**src/rtl/freq_meter_pkg.sv**
```systemverilog
// freq_meter_pkg
// Shared types and helpers for the frequency meter:
//   conv_state_t - double-dabble converter states
//   max_count()  - largest count representable in ndig decimal digits
//   seg_decode() - BCD digit 0..9 to active-low {g,f,e,d,c,b,a}
//   SEG_BLANK    - all segments off
package freq_meter_pkg;

    typedef enum logic [1:0] {
        CONV_IDLE  = 2'd0,
        CONV_SHIFT = 2'd1,
        CONV_DONE  = 2'd2
    } conv_state_t;

    localparam logic [6:0] SEG_BLANK = 7'h7F;

    function automatic int max_count(input int ndig);
        int p;
        p = 1;
        for (int i = 0; i < ndig; i++) begin
            p = p * 10;
        end
        return p - 1;
    endfunction

    function automatic logic [6:0] seg_decode(input logic [3:0] bcd);
        logic [6:0] seg;
        case (bcd)
            4'd0:    seg = 7'b1000000;
            4'd1:    seg = 7'b1111001;
            4'd2:    seg = 7'b0100100;
            4'd3:    seg = 7'b0110000;
            4'd4:    seg = 7'b0011001;
            4'd5:    seg = 7'b0010010;
            4'd6:    seg = 7'b0000010;
            4'd7:    seg = 7'b1111000;
            4'd8:    seg = 7'b0000000;
            4'd9:    seg = 7'b0010000;
            default: seg = SEG_BLANK;
        endcase
        return seg;
    endfunction

endpackage

```
**src/rtl/freq_meter_display_bcd_seq_conv.sv**
```systemverilog
// bcd_seq_conv
// Sequential double-dabble binary-to-BCD converter, one bit per cycle.
//   CLK   in   system clock
//   RST   in   synchronous active-high reset, aborts a conversion
//   start in   load bin and begin converting (honoured in IDLE only)
//   bin   in   CNT_W-bit binary value, must be < 10**NDIG
//   bcd   out  4*NDIG-bit packed BCD result, valid while done is high
//   done  out  one-cycle strobe when bcd holds the finished result
//
// state      | meaning
// CONV_IDLE  | waiting for start
// CONV_SHIFT | CNT_W cycles of add-3 then shift-left
// CONV_DONE  | result presented for one cycle, then back to idle
module bcd_seq_conv
    import freq_meter_pkg::*;
#(
    parameter int NDIG  = 4,
    parameter int CNT_W = 14
) (
    input  logic              CLK,
    input  logic              RST,
    input  logic              start,
    input  logic [CNT_W-1:0]  bin,
    output logic [4*NDIG-1:0] bcd,
    output logic              done
);

    localparam int SR_W   = 4*NDIG + CNT_W;
    localparam int STEP_W = $clog2(CNT_W + 1);
    localparam logic [STEP_W-1:0] STEP_LAST = STEP_W'(CNT_W - 1);

    conv_state_t       state, state_nxt;
    logic [SR_W-1:0]   sr, sr_nxt;
    logic [STEP_W-1:0] step_cnt, step_cnt_nxt;

    // BCD digits live in the upper part of sr, the remaining binary bits
    // in the lower part; every digit >= 5 is corrected before the shift.
    function automatic logic [SR_W-1:0] dabble(input logic [SR_W-1:0] v);
        logic [SR_W-1:0] t;
        t = v;
        for (int i = 0; i < NDIG; i++) begin
            if (t[CNT_W + 4*i +: 4] >= 4'd5) begin
                t[CNT_W + 4*i +: 4] = t[CNT_W + 4*i +: 4] + 4'd3;
            end
        end
        return {t[SR_W-2:0], 1'b0};
    endfunction

    always_ff @(posedge CLK) begin
        if (RST) begin
            state    <= CONV_IDLE;
            sr       <= '0;
            step_cnt <= '0;
        end else begin
            state    <= state_nxt;
            sr       <= sr_nxt;
            step_cnt <= step_cnt_nxt;
        end
    end

    always_comb begin
        state_nxt    = state;
        sr_nxt       = sr;
        step_cnt_nxt = step_cnt;
        done         = 1'b0;
        case (state)
            CONV_IDLE: begin
                if (start) begin
                    sr_nxt       = {{(4*NDIG){1'b0}}, bin};
                    step_cnt_nxt = STEP_LAST;
                    state_nxt    = CONV_SHIFT;
                end
            end
            CONV_SHIFT: begin
                sr_nxt = dabble(sr);
                if (step_cnt == '0) begin
                    state_nxt = CONV_DONE;
                end else begin
                    step_cnt_nxt = step_cnt - 1'b1;
                end
            end
            CONV_DONE: begin
                done      = 1'b1;
                state_nxt = CONV_IDLE;
            end
            default: state_nxt = CONV_IDLE;
        endcase
    end

    assign bcd = sr[SR_W-1 -: 4*NDIG];

endmodule

```
**src/rtl/freq_meter_display.sv**
```systemverilog
// freq_meter_display
// Counts rising edges of an asynchronous input over a fixed gate window,
// converts the count to BCD and scans it onto an NDIG-digit multiplexed
// seven-segment display.
//   CLK    in   system clock
//   RST    in   synchronous active-high reset
//   IN     in   asynchronous signal under measurement
//   digits out  digit enables, active-low, one digit low at a time
//   SEG    out  segments {g,f,e,d,c,b,a}, active-low
//   OVF    out  last completed window saturated
//   VALID  out  one-cycle pulse when a new result reaches the display
// Build option: define LZ_BLANK_EN to blank leading zeros above digit 0.
module freq_meter_display
    import freq_meter_pkg::*;
#(
    parameter int GATE_CYCLES    = 100_000_000,
    parameter int REFRESH_CYCLES = 100_000,
    parameter int NDIG           = 4
) (
    input  logic            CLK,
    input  logic            RST,
    input  logic            IN,
    output logic [NDIG-1:0] digits,
    output logic [6:0]      SEG,
    output logic            OVF,
    output logic            VALID
);

    localparam int CNT_W = $clog2(max_count(NDIG) + 1);
    localparam int GATE_W = $clog2(GATE_CYCLES + 1);
    localparam int REF_W  = $clog2(REFRESH_CYCLES + 1);
    localparam int IDX_W  = (NDIG > 1) ? $clog2(NDIG) : 1;
    localparam logic [GATE_W-1:0] GATE_LAST = GATE_W'(GATE_CYCLES - 1);
    localparam logic [REF_W-1:0]  REF_LAST  = REF_W'(REFRESH_CYCLES - 1);
    localparam logic [IDX_W-1:0]  IDX_LAST  = IDX_W'(NDIG - 1);
    localparam logic [CNT_W-1:0]  MAX_CNT   = CNT_W'(max_count(NDIG));

    if (NDIG < 1 || NDIG > 6) begin : g_bad_ndig
        $error("freq_meter_display: NDIG must be 1..6");
    end
    // Conversion takes CNT_W+2 cycles and must end before the next window closes.
    if (GATE_CYCLES < CNT_W + 4) begin : g_bad_gate
        $error("freq_meter_display: GATE_CYCLES must be >= CNT_W+4");
    end
    if (REFRESH_CYCLES < 1) begin : g_bad_refresh
        $error("freq_meter_display: REFRESH_CYCLES must be >= 1");
    end

    logic              in_meta, in_sync, in_prev;
    logic [1:0]        arm_cnt;
    logic              edge_det;
    logic [GATE_W-1:0] gate_cnt;
    logic              terminal;
    logic [CNT_W-1:0]  edge_cnt, cnt_nxt;
    logic              ovf_win, ovf_nxt, snap_ovf;
    logic [4*NDIG-1:0] conv_bcd, disp_bcd;
    logic              conv_done;
    logic [REF_W-1:0]  ref_cnt;
    logic [IDX_W-1:0]  scan_idx;
    logic [3:0]        cur_digit;
    logic [6:0]        seg_nxt;

    // Edges are ignored until arm_cnt saturates, so a level already high
    // at reset release never looks like a fresh edge.
    assign edge_det = (arm_cnt == 2'd3) && in_sync && !in_prev;

    // gate_cnt holds the cycles remaining in the window; 0 is the terminal cycle.
    assign terminal = (gate_cnt == '0);

    always_comb begin
        cnt_nxt = edge_cnt;
        if (edge_det && edge_cnt != MAX_CNT) begin
            cnt_nxt = edge_cnt + 1'b1;
        end
        ovf_nxt = ovf_win | (edge_det && cnt_nxt == MAX_CNT);
    end

    always_ff @(posedge CLK) begin
        if (RST) begin
            in_meta  <= 1'b0;
            in_sync  <= 1'b0;
            in_prev  <= 1'b0;
            arm_cnt  <= '0;
            gate_cnt <= GATE_LAST;
            edge_cnt <= '0;
            ovf_win  <= 1'b0;
            snap_ovf <= 1'b0;
        end else begin
            in_meta <= IN;
            in_sync <= in_meta;
            in_prev <= in_sync;
            if (arm_cnt != 2'd3) begin
                arm_cnt <= arm_cnt + 1'b1;
            end
            if (terminal) begin
                gate_cnt <= GATE_LAST;
                edge_cnt <= '0;
                ovf_win  <= 1'b0;
                snap_ovf <= ovf_nxt;
            end else begin
                gate_cnt <= gate_cnt - 1'b1;
                edge_cnt <= cnt_nxt;
                ovf_win  <= ovf_nxt;
            end
        end
    end

    // The converter latches cnt_nxt in the terminal cycle, so an edge seen
    // in that cycle is included in the closing window.
    bcd_seq_conv #(
        .NDIG  (NDIG),
        .CNT_W (CNT_W)
    ) u_conv (
        .CLK   (CLK),
        .RST   (RST),
        .start (terminal),
        .bin   (cnt_nxt),
        .bcd   (conv_bcd),
        .done  (conv_done)
    );

    always_ff @(posedge CLK) begin
        if (RST) begin
            disp_bcd <= '0;
            OVF      <= 1'b0;
            VALID    <= 1'b0;
        end else begin
            VALID <= conv_done;
            if (conv_done) begin
                disp_bcd <= conv_bcd;
                OVF      <= snap_ovf;
            end
        end
    end

    always_comb begin
        cur_digit = disp_bcd[{scan_idx, 2'b00} +: 4];
        seg_nxt   = seg_decode(cur_digit);
`ifdef LZ_BLANK_EN
        if (scan_idx != '0 && (disp_bcd >> {scan_idx, 2'b00}) == '0) begin
            seg_nxt = SEG_BLANK;
        end
`endif
    end

    always_ff @(posedge CLK) begin
        if (RST) begin
            ref_cnt  <= REF_LAST;
            scan_idx <= '0;
            digits   <= '1;
            SEG      <= SEG_BLANK;
        end else begin
            if (ref_cnt == '0) begin
                ref_cnt  <= REF_LAST;
                scan_idx <= (scan_idx == IDX_LAST) ? '0 : scan_idx + 1'b1;
            end else begin
                ref_cnt <= ref_cnt - 1'b1;
            end
            digits <= ~(NDIG'(1) << scan_idx);
            SEG    <= seg_nxt;
        end
    end

endmodule

```
**config.mk**
```make
export PLATFORM = sky130hd
export DESIGN_NAME = freq_meter_display
export DESIGN_NICKNAME = d
export VERILOG_FILES = /design/src/rtl/freq_meter_pkg.sv /design/src/rtl/freq_meter_display_bcd_seq_conv.sv /design/src/rtl/freq_meter_display.sv
export SDC_FILE = /design/constraint.sdc
export NUM_CORES = 1
export LEC_CHECK = 0
export ABC_AREA = 1
export CORE_MARGIN = 4
export CORE_UTILIZATION = 64
export CTS_BUF_LIST = sky130_fd_sc_hd__clkbuf_2
export DETAILED_ROUTE_END_ITERATION = 16
export HOLD_SLACK_MARGIN = 0.06
export MAX_ROUTING_LAYER = met4
export PLACE_DENSITY = 0.86
export SLEW_MARGIN = 25
export SYNTH_ARGS = -nofsm -noshare
export SYNTH_HDL_FRONTEND = slang
export SYNTH_HIERARCHICAL = 1
export SYNTH_SLANG_ARGS = --single-unit
```
**constraint.sdc**
```tcl
create_clock -name CLK -period 2.1 [get_ports CLK]
set_clock_uncertainty 0.05 [all_clocks]
set_input_delay 0.42 -clock CLK [delete_from_list [all_inputs] [get_ports CLK]]
set_output_delay 0.42 -clock CLK [all_outputs]
set_load 0.02 [all_outputs]
```
; Word-level counts from Yosys, hierarchy flattened
; Memory sizes are Yosys's and may differ from the RTL's. A register that Yosys moved wholly into a read port is not among the register bits.
; Index checks and enable logic that the tools add are counted.
[word_totals]
register_bits = 125
rom_bits = 112
in_bits = 3
out_inout_bits = 13
word_cells = 76
n_memories = 1
[memory_table]
columns = name, words, width, rd, rd_ports_with_merged_regs, write_ports, line_no
row1 = (no name shown), 16, 7, 1, 1, 0, freq_meter_pkg.sv:28  ; case (bcd)
[op_classes]
add_sub_neg = 10
order_cmp = 4
n_eq_ne = 10
shifts = 2
mux = 15
bitwise = 2
n_reduce_logical = 15
[op_table]
columns = operator, count
row1 = one-hot mux 30 bit (2 select lines), 1
row2 = two-way mux 30 bit, 1
row3 = zero test 27 bit, 1
row4 = subtractor 27 x 1 -> 27 bit (second input constant), 1
row5 = two-way mux 4 bit, 5
row6 = zero test 17 bit, 1
row7 = subtractor 17 x 1 -> 17 bit (second input constant), 1
row8 = >= comparator 4 x 3 -> 1 bit (second input constant), 4
row9 = indexed part select 16 x 5 -> 4 bit, 1
row10 = adder 14 x 1 -> 14 bit (second input constant), 1
row11 = equality test 14 bit (second input constant), 1
row12 = two-way mux 14 bit, 1
row13 = inequality test 14 bit (second input constant), 1
row14 = adder 4 x 2 -> 4 bit (second input constant), 3
row15 = one-hot mux 4 bit (2 select lines), 1
row16 = equality test 2 bit (second input constant), 3
row17 = two-way mux 2 bit, 3
row18 = inequality test 2 bit (second input constant), 3
row19 = adder 2 x 1 -> 2 bit (second input constant), 2
row20 = logical AND 1 bit, 4
row21 = zero test 4 bit, 1
row22 = NOT 4 bit, 1
row23 = one-hot mux 2 bit (2 select lines), 1
row24 = AND reduction 2 bit, 2
row25 = 13 further kinds, 14

; Logic depth before layout (Yosys ltp)
; Gate-level depths: netlist of run 1.
[depth]
depth_word = 8
depth_mapped = 16
depth_no_buf = 15

; Cells and area by module
; The synthesis of run 1 kept the hierarchy.
[by_module_without_submodules]
columns = mod, instances, cells_per_inst, area_per_inst_um2, seq_area_each_um2
row1 = freq_meter_display, 1, 619, 4585.6, 1921.8
row2 = bcd_seq_conv, 1, 300, 2070.7, 720.7

; Worst setup path after synthesis of run 1
; No wires, ideal clock.
[synth_timing]
kind = register to register
from = register gate_cnt[4]
to = register u_conv.step_cnt[3]
t_arrival_ps = 1755
required_ps = 1980
setup_slack_ps = 224
stages_incl_launch_ff = 12
n_path_buf = 0
period_less_slack_ps = 1876
cell_sequence = dfxtp_1 nor2_2 nand2_2 nor4_1 inv_1 nor3_1 nand2_4 nor2_1 inv_2 nand2_1 nand2_1 a21oi_1
[synth_via]
elab_chain_len = 3
[synth_lines]
columns = item, line_no
row1 = "start, declared", freq_meter_display.sv:52  ; logic [GATE_W-1:0] gate_cnt;
row2 = "start signal, assigned", freq_meter_display.sv:101  ; gate_cnt <= gate_cnt - 1'b1;
row3 = zero test 27 bit, freq_meter_display.sv:68  ; assign terminal = (gate_cnt == '0);
row4 = via terminal, freq_meter_display.sv:53  ; logic terminal;
row5 = inequality test 2 bit (no source line), n/a
row6 = AND reduction 3 bit (no source line), n/a
row7 = "end signal, assigned", freq_meter_display_bcd_seq_conv.sv:57  ; step_cnt <= step_cnt_nxt;
row8 = "end, declared", freq_meter_display_bcd_seq_conv.sv:34  ; logic [STEP_W-1:0] step_cnt, step_cnt_nxt;
; The timed path passes the listed nets, and every way through them passes these cells.
; A chain may end at the register's enable or synchronous reset.

; Worst setup path after layout of run 1
[layout_timing]
from = register gate_cnt[11]
to = register u_conv.sr[6]
[layout_via]
elab_chain_len = 3
[layout_lines]
columns = item, line_no
row1 = zero test 27 bit, freq_meter_display.sv:68
row2 = via terminal, freq_meter_display.sv:53
row3 = inequality test 2 bit (no source line), n/a
row4 = AND reduction 2 bit (no source line), n/a
row5 = "end signal, assigned", freq_meter_display_bcd_seq_conv.sv:56  ; sr <= sr_nxt;
row6 = "end, declared", freq_meter_display_bcd_seq_conv.sv:33  ; logic [SR_W-1:0] sr, sr_nxt;
; The timed path passes the listed nets, and every way through them passes these cells.

==> flow_summary.yaml, run 1 <==
synthesis:
  yosysSeqAreaShare_pct: 39.7
  avgSynthCellArea_um2: 7.24
  syn-num-nets: 945
  ys_warn_count: 6
  ys_ff_latch: 132
  synthCells: 919
  synth_edf_count: 0
  synth_area_mm2: 0.00666
  synth_async_sr_flop_share_pct: 0
  ys.flop_type: "dfxtp_1"
  ys_types: 48
sta:
  hold_viol: 0
  holdWs_ns: 0.199
  setup_ws_ns: 0.109
  finalCritPeriodShare_pct: 94.8
  setup_viol: 0
  worst_slew_pin_slew_ns: 0.483
  relSlewSlack_pct: 67.6
  period_minus_slack_ns: 1.99
  clock.fmax_mhz: 502
  slew_viol_final: 0
  rsz0062_at_grt: "yes"
worst_setup_path:
  crit_path_top_delay_cell: "dfxtp_4"
  worst-setup-path-type: "reg2reg"
  r2r_cells: 13
  critPathRequiredTime_ns: 2.69
  arrival_ns: 2.58
  worstPathMaxFanout: 11
  critPathLaunchType: "flip-flop"
  cpPeakStageDelay_ns: 0.40
  crit_path_cell_trace: "nor2_2 > inv_1 > nor2_1 > inv_1 > nor2_2 > inv_2 > nor3_2 > buf_4 > nand2_4 > buf_4 > o21ai_0 > o21ai_1 > a21oi_1"
  crit_path_end_kind: "flip-flop"
routing:
  viasPerCell: 5.24
  remaining_drc_errors: 0
  wl_per_cell_um: 12.1
  ant_nets: 0
  num_vias: 5655
  first_iter_violations: 317
  drt_wl_total_um: 13100
  drt-pass1-iter-count: 5
global_routing:
  grt_pass1_vias: 5117
  gr-total-overflow: 0
  grt_usage_pct: 23.9
  grt_start_max_net_pins: 32
  antenna_found_initial: 0
  grt_pass1_wl_um: 22500
finish:
  n_antenna_cell: 0
  final_nets: 960
  fin_util_pct: 71.6
  drive_gt1_share_pct: 14.8
  syn_to_final_growth_pct: 7.01
  final_cell_mix: "nand2_1, nor2_1, dfxtp_1, inv_1, nand3_1"
  stdcell_count: 1080
  final_common_cell: "nand2_1"
die:
  ioPinCount: 16
  die_area_mm2: 0.0121
  initial_core_util_pct: 66.9
  die_y_um: 110
  rows: 36
  core_area_mm2: 0.00995
  die_width_um: 110
place:
  gp_congestion: 0.859
  dp_slack_ns: 0.0772
  dp_hpwl_um: 9120
  dp_cells: 1043
  portBuffers: 15
power:
  power.density_mw_per_mm2: 567
  leakagePower_nw: 3.03
  vdd_drop_max_v: 0.000444
worst_hold_path:
  hp-class: "in2reg"
  whs_path_depth: 3
outcome:
  outcome: "complete, no violations"
clocking:
  clockRootBuffer: "clkbuf_2"
  clkSlewWorstSetupHoldPaths_ns: 0.18
  cts_tree: "built"
  clockBufferDepth: 2
  insertion_delay_ns: 0.69
  h-tree-depth: 4
  cts_sinks: 132
  cts_made_buffers: 17
flow_run:
  cap_violations: 0
power by group:
part / switching [mW] / internal [mW]
clock network: 0.899 / 0.418
logic: 0.0991 / 0.0563
registers: 0.0258 / 2.54
logic make-up after synthesis:
| group | count (synthesis) | share of synthesized area [%] |
|---|---|---|
| adders and majority gates | 23 | 4.32 |
| DFF | 132 | 39.7 |
| and+or+nand+nor | 452 | 31.1 |
| buffers and inverters | 157 | 11.0 |
| xor gates and xnor gates | 15 | 1.97 |
| AOI/OAI and AO/OA | 140 | 11.9 |
through the flow:
step	area [um2]	setup TNS (ns)	total power, mW
after detailed placement	6820	0	2.76
after floorplan	6660	0	2.72
after CTS	7000	0	4.06
after global routing	7120	-0.193	4.23
final	7120	0	4.04
after global placement	6820	0	2.76
state kept, by name, summed over array words and instances, names as in the netlist:
register / flops
edge_cnt: 14
digits: 4
gate_cnt: 27
disp_bcd: 16
VALID: 1
u_conv/step_cnt: 4
OVF: 1
in_meta: 1
in_prev: 1
ref_cnt: 17
SEG: 7
in_sync: 1
u_conv/state: 2
u_conv/sr: 30
ovf_win: 1
snap_ovf: 1
scan_idx: 2
arm_cnt: 2
cell usage after synthesis (all sizes together), types with 2 or more instances:
| library cell | instances | area (um2) |
|---|---|---|
| clkbuf | 10 | 38.8 |
| o211ai | 5 | 37.5 |
| a21oi | 59 | 314 |
| nand2 | 197 | 797 |
| or2 | 3 | 21.3 |
| xor2 | 7 | 61.3 |
| ha | 23 | 288 |
| nand3 | 63 | 330 |
| o31ai | 3 | 22.5 |
| clkinv | 2 | 7.51 |
| buf | 29 | 238 |
| nor2 | 154 | 673 |
| o21bai | 2 | 18.8 |
| a32oi | 3 | 26.3 |
| nor3 | 13 | 90.1 |
| nand4 | 17 | 121 |
| o21ai | 65 | 348 |
| xnor2 | 8 | 70.1 |
| dfxtp | 132 | 2640 |
| inv | 116 | 448 |
worst paths after layout:
check / startpoint / end / slack [ns]
hold / removal: IN / in_meta / 0.20
setup / recovery: gate_cnt[11] / u_conv/sr[6] / 0.11
setup reg to reg: gate_cnt[11] / u_conv/sr[6] / 0.11
hold reg to reg: in_meta / in_sync / 0.36
worst max-delay path, delay by kind of cell, from the launching register on:
kind / cells / cell delay, ns
AO/OA/AOI/OAI: 3 / 0.41
buffers and inverters: 5 / 0.52
flip-flops: 1 / 0.40
AND/OR/NAND/NOR: 5 / 0.56
cell type report:
cell class              count  area [um2]
multi-input cells         630        3360
clock inverters            12        90.1
repair buffers             35         294
flip-flops and latches    132        2660
well taps                 133         166
inverters                 118         455
clock buffers              20         100
fillers                   800        2830
routing by layer:
| layer | share of wire [%] | global-route usage, % | up-vias |
|---|---|---|---|
| met2 | 47 | 36.9 | 91 |
| met5 | 0 | - | - |
| met1 | 48 | 31.4 | 2573 |
| met4 | 1.1 | 6.77 | 0 |
| met3 | 3.9 | 5.82 | 17 |
| li1 | - | - | 2974 |
timing repair:
item | in CTS | in global routing
pin swaps | 0 | 3
buffers inserted | 0 | 4
resized for setup | 13 | 29
hold endpoints to repair | 11 | 0
setup endpoints to repair | 13 | 27
hold buffers | 1 | 0
(Power assumes the default switching activity.)
==> run 2, diff against run 1 <==
- REMOVE_ABC_BUFFERS: unset -> 1
==> run 2 against run 1 <==
Clock power is 3% lower. Routed wire length is 3.0% lower. Power is 0.95% lower. Hold slack worse by 0.079 ns. Fmax is 4.1% higher. Largest power group unchanged.
==> flow_summary.yaml, run 2 (synthesis results as in run 1) <==
outcome:
  outcome: "complete, no violations"
die:
  ioPinCount: 16
  die_area_mm2: 0.0121
  die_y_um: 110
  core_area_mm2: 0.00995
  initial_core_util_pct: 66.9
  rows: 36
  die_width_um: 110
routing:
  drt-pass1-iter-count: 5
  drt_wl_total_um: 12700
  remaining_drc_errors: 0
  viasPerCell: 5.25
  ant_nets: 0
  num_vias: 5638
  wl_per_cell_um: 11.8
  first_iter_violations: 322
sta:
  worst_slew_pin_slew_ns: 0.502
  setup_viol: 0
  clock.fmax_mhz: 523
  tns_ns: 0
  relSlewSlack_pct: 66.3
  hold_viol: 0
  slew_viol_final: 0
  period_minus_slack_ns: 1.91
  finalCritPeriodShare_pct: 91.1
global_routing:
  antenna_found_initial: 0
  grt_pass1_vias: 5200
  grt_usage_pct: 23.3
  grt_pass1_wl_um: 22200
  gr-total-overflow: 0
  grt_start_max_net_pins: 32
worst_setup_path:
  worstPathMaxFanout: 28
  arrival_ns: 2.45
  r2r_end: "u_conv/sr[13]"
  critPathLaunchType: "flip-flop"
  critPathRequiredTime_ns: 2.64
  worst-r2r-setup-slack_ns: 0.19
  crit_path_end_kind: "flip-flop"
  r2r-start: "gate_cnt[6]"
  worst-setup-path-type: "reg2reg"
  r2r_cells: 12
clocking:
  cts_sinks: 132
  insertion_delay_ns: 0.68
  h-tree-depth: 4
  clockRootBuffer: "clkbuf_2"
  cts_hold_buf: 0
  cts_tree: "built"
  cts_made_buffers: 17
  clockBufferDepth: 2
  clkSlewWorstSetupHoldPaths_ns: 0.18
finish:
  fin_area_mm2: 0.00705
  drive_gt1_share_pct: 13.9
  num-fill-cells: 825
  final_cell_mix: "nand2_1, nor2_1, dfxtp_1, inv_1, nand3_1"
  largest_reg_flops: 30
  syn_to_final_growth_pct: 5.90
  largestRegisters: "u_conv/sr (30), gate_cnt (27), ref_cnt (17)"
  final_nets: 954
  final_common_cell: "nand2_1"
  largest-register: "u_conv/sr"
  n_antenna_cell: 0
power:
  vdd_drop_max_v: 0.000447
  power.density_mw_per_mm2: 567
  leakagePower_nw: 3.00
place:
  portBuffers: 15
  place_area_mm2: 0.00679
  gp_congestion: 0.938
  dp_hpwl_um: 9080
worst_hold_path:
  whs_path_depth: 3
  whs_endpoint: "SEG[3]"
  hp-class: "in2reg"
  worstHoldStart: "RST"
flow_run:
  cap_violations: 0
## run 2: layout make-up
type / instances / area, um2 / share of cell area (%)
tap: 133 / 166 / 2.36
inverter: 118 / 458 / 6.50
sequential: 132 / 2650 / 37.6
multi-input combinational: 630 / 3360 / 47.6
timing repair buffer: 29 / 234 / 3.32
clock inverter: 14 / 95.1 / 1.35
clock buffer: 18 / 90.1 / 1.28
## run 2: layer usage
metal	up-vias	track usage, %	share of wire [%]
met4	0	7.48	1.5
met5	-	-	0
met3	19	5.07	3.4
met1	2595	29.0	48
li1	2945	-	-
met2	79	37.9	47
## run 2: what timing repair did
action	CTS	global route
setup endpoints to repair	19	51
resized for setup	15	24
pin swaps	0	2
setup buffers	0	1
## run 2: worst max path at each step
stage	start	to
floorplan	gate_cnt[4]	u_conv/step_cnt[3]
global placement	gate_cnt[4]	u_conv/step_cnt[3]
detailed placement	gate_cnt[0]	u_conv/step_cnt[3]
CTS	arm_cnt[0]	snap_ovf
global route	gate_cnt[0]	gate_cnt[22]
finish	gate_cnt[6]	u_conv/sr[13]
## run 2: power by group
part / switching (mW) / internal, mW
logic: 0.0978 / 0.0572
clock network: 0.879 / 0.398
registers: 0.0252 / 2.54
total: 1.00 / 3.00
## run 2: critical path, stage by stage, from the launching register on
cell and delay [ns]:
dfxtp_1 0.39, nor2_1 0.15, nand2_2 0.07, nor4_2 0.26, inv_2 0.11, nor3_4 0.17, nand2_4 0.15, nand2_4 0.14
inv_6 0.10, nand2_1 0.08, nand3_1 0.06, nand2_1 0.06, inv_1 0.03
## run 2: stage by stage
stage	power [mW]	utilization, %	cells	setup slack, ns	hold slack (ns)
6_report	4.00	70.8	1074	0.187	0.121
3_5_place_dp	2.76	68.2	1041	-0.107	0.353
3_3_place_gp	2.76	68.2	1041	0.00557	0.347
5_1_grt	4.17	70.8	1074	-0.0150	0.0975
2_1_floorplan	2.70	-	880	0.192	0.329
4_1_cts	4.03	70.0	1073	0.00584	0.0778
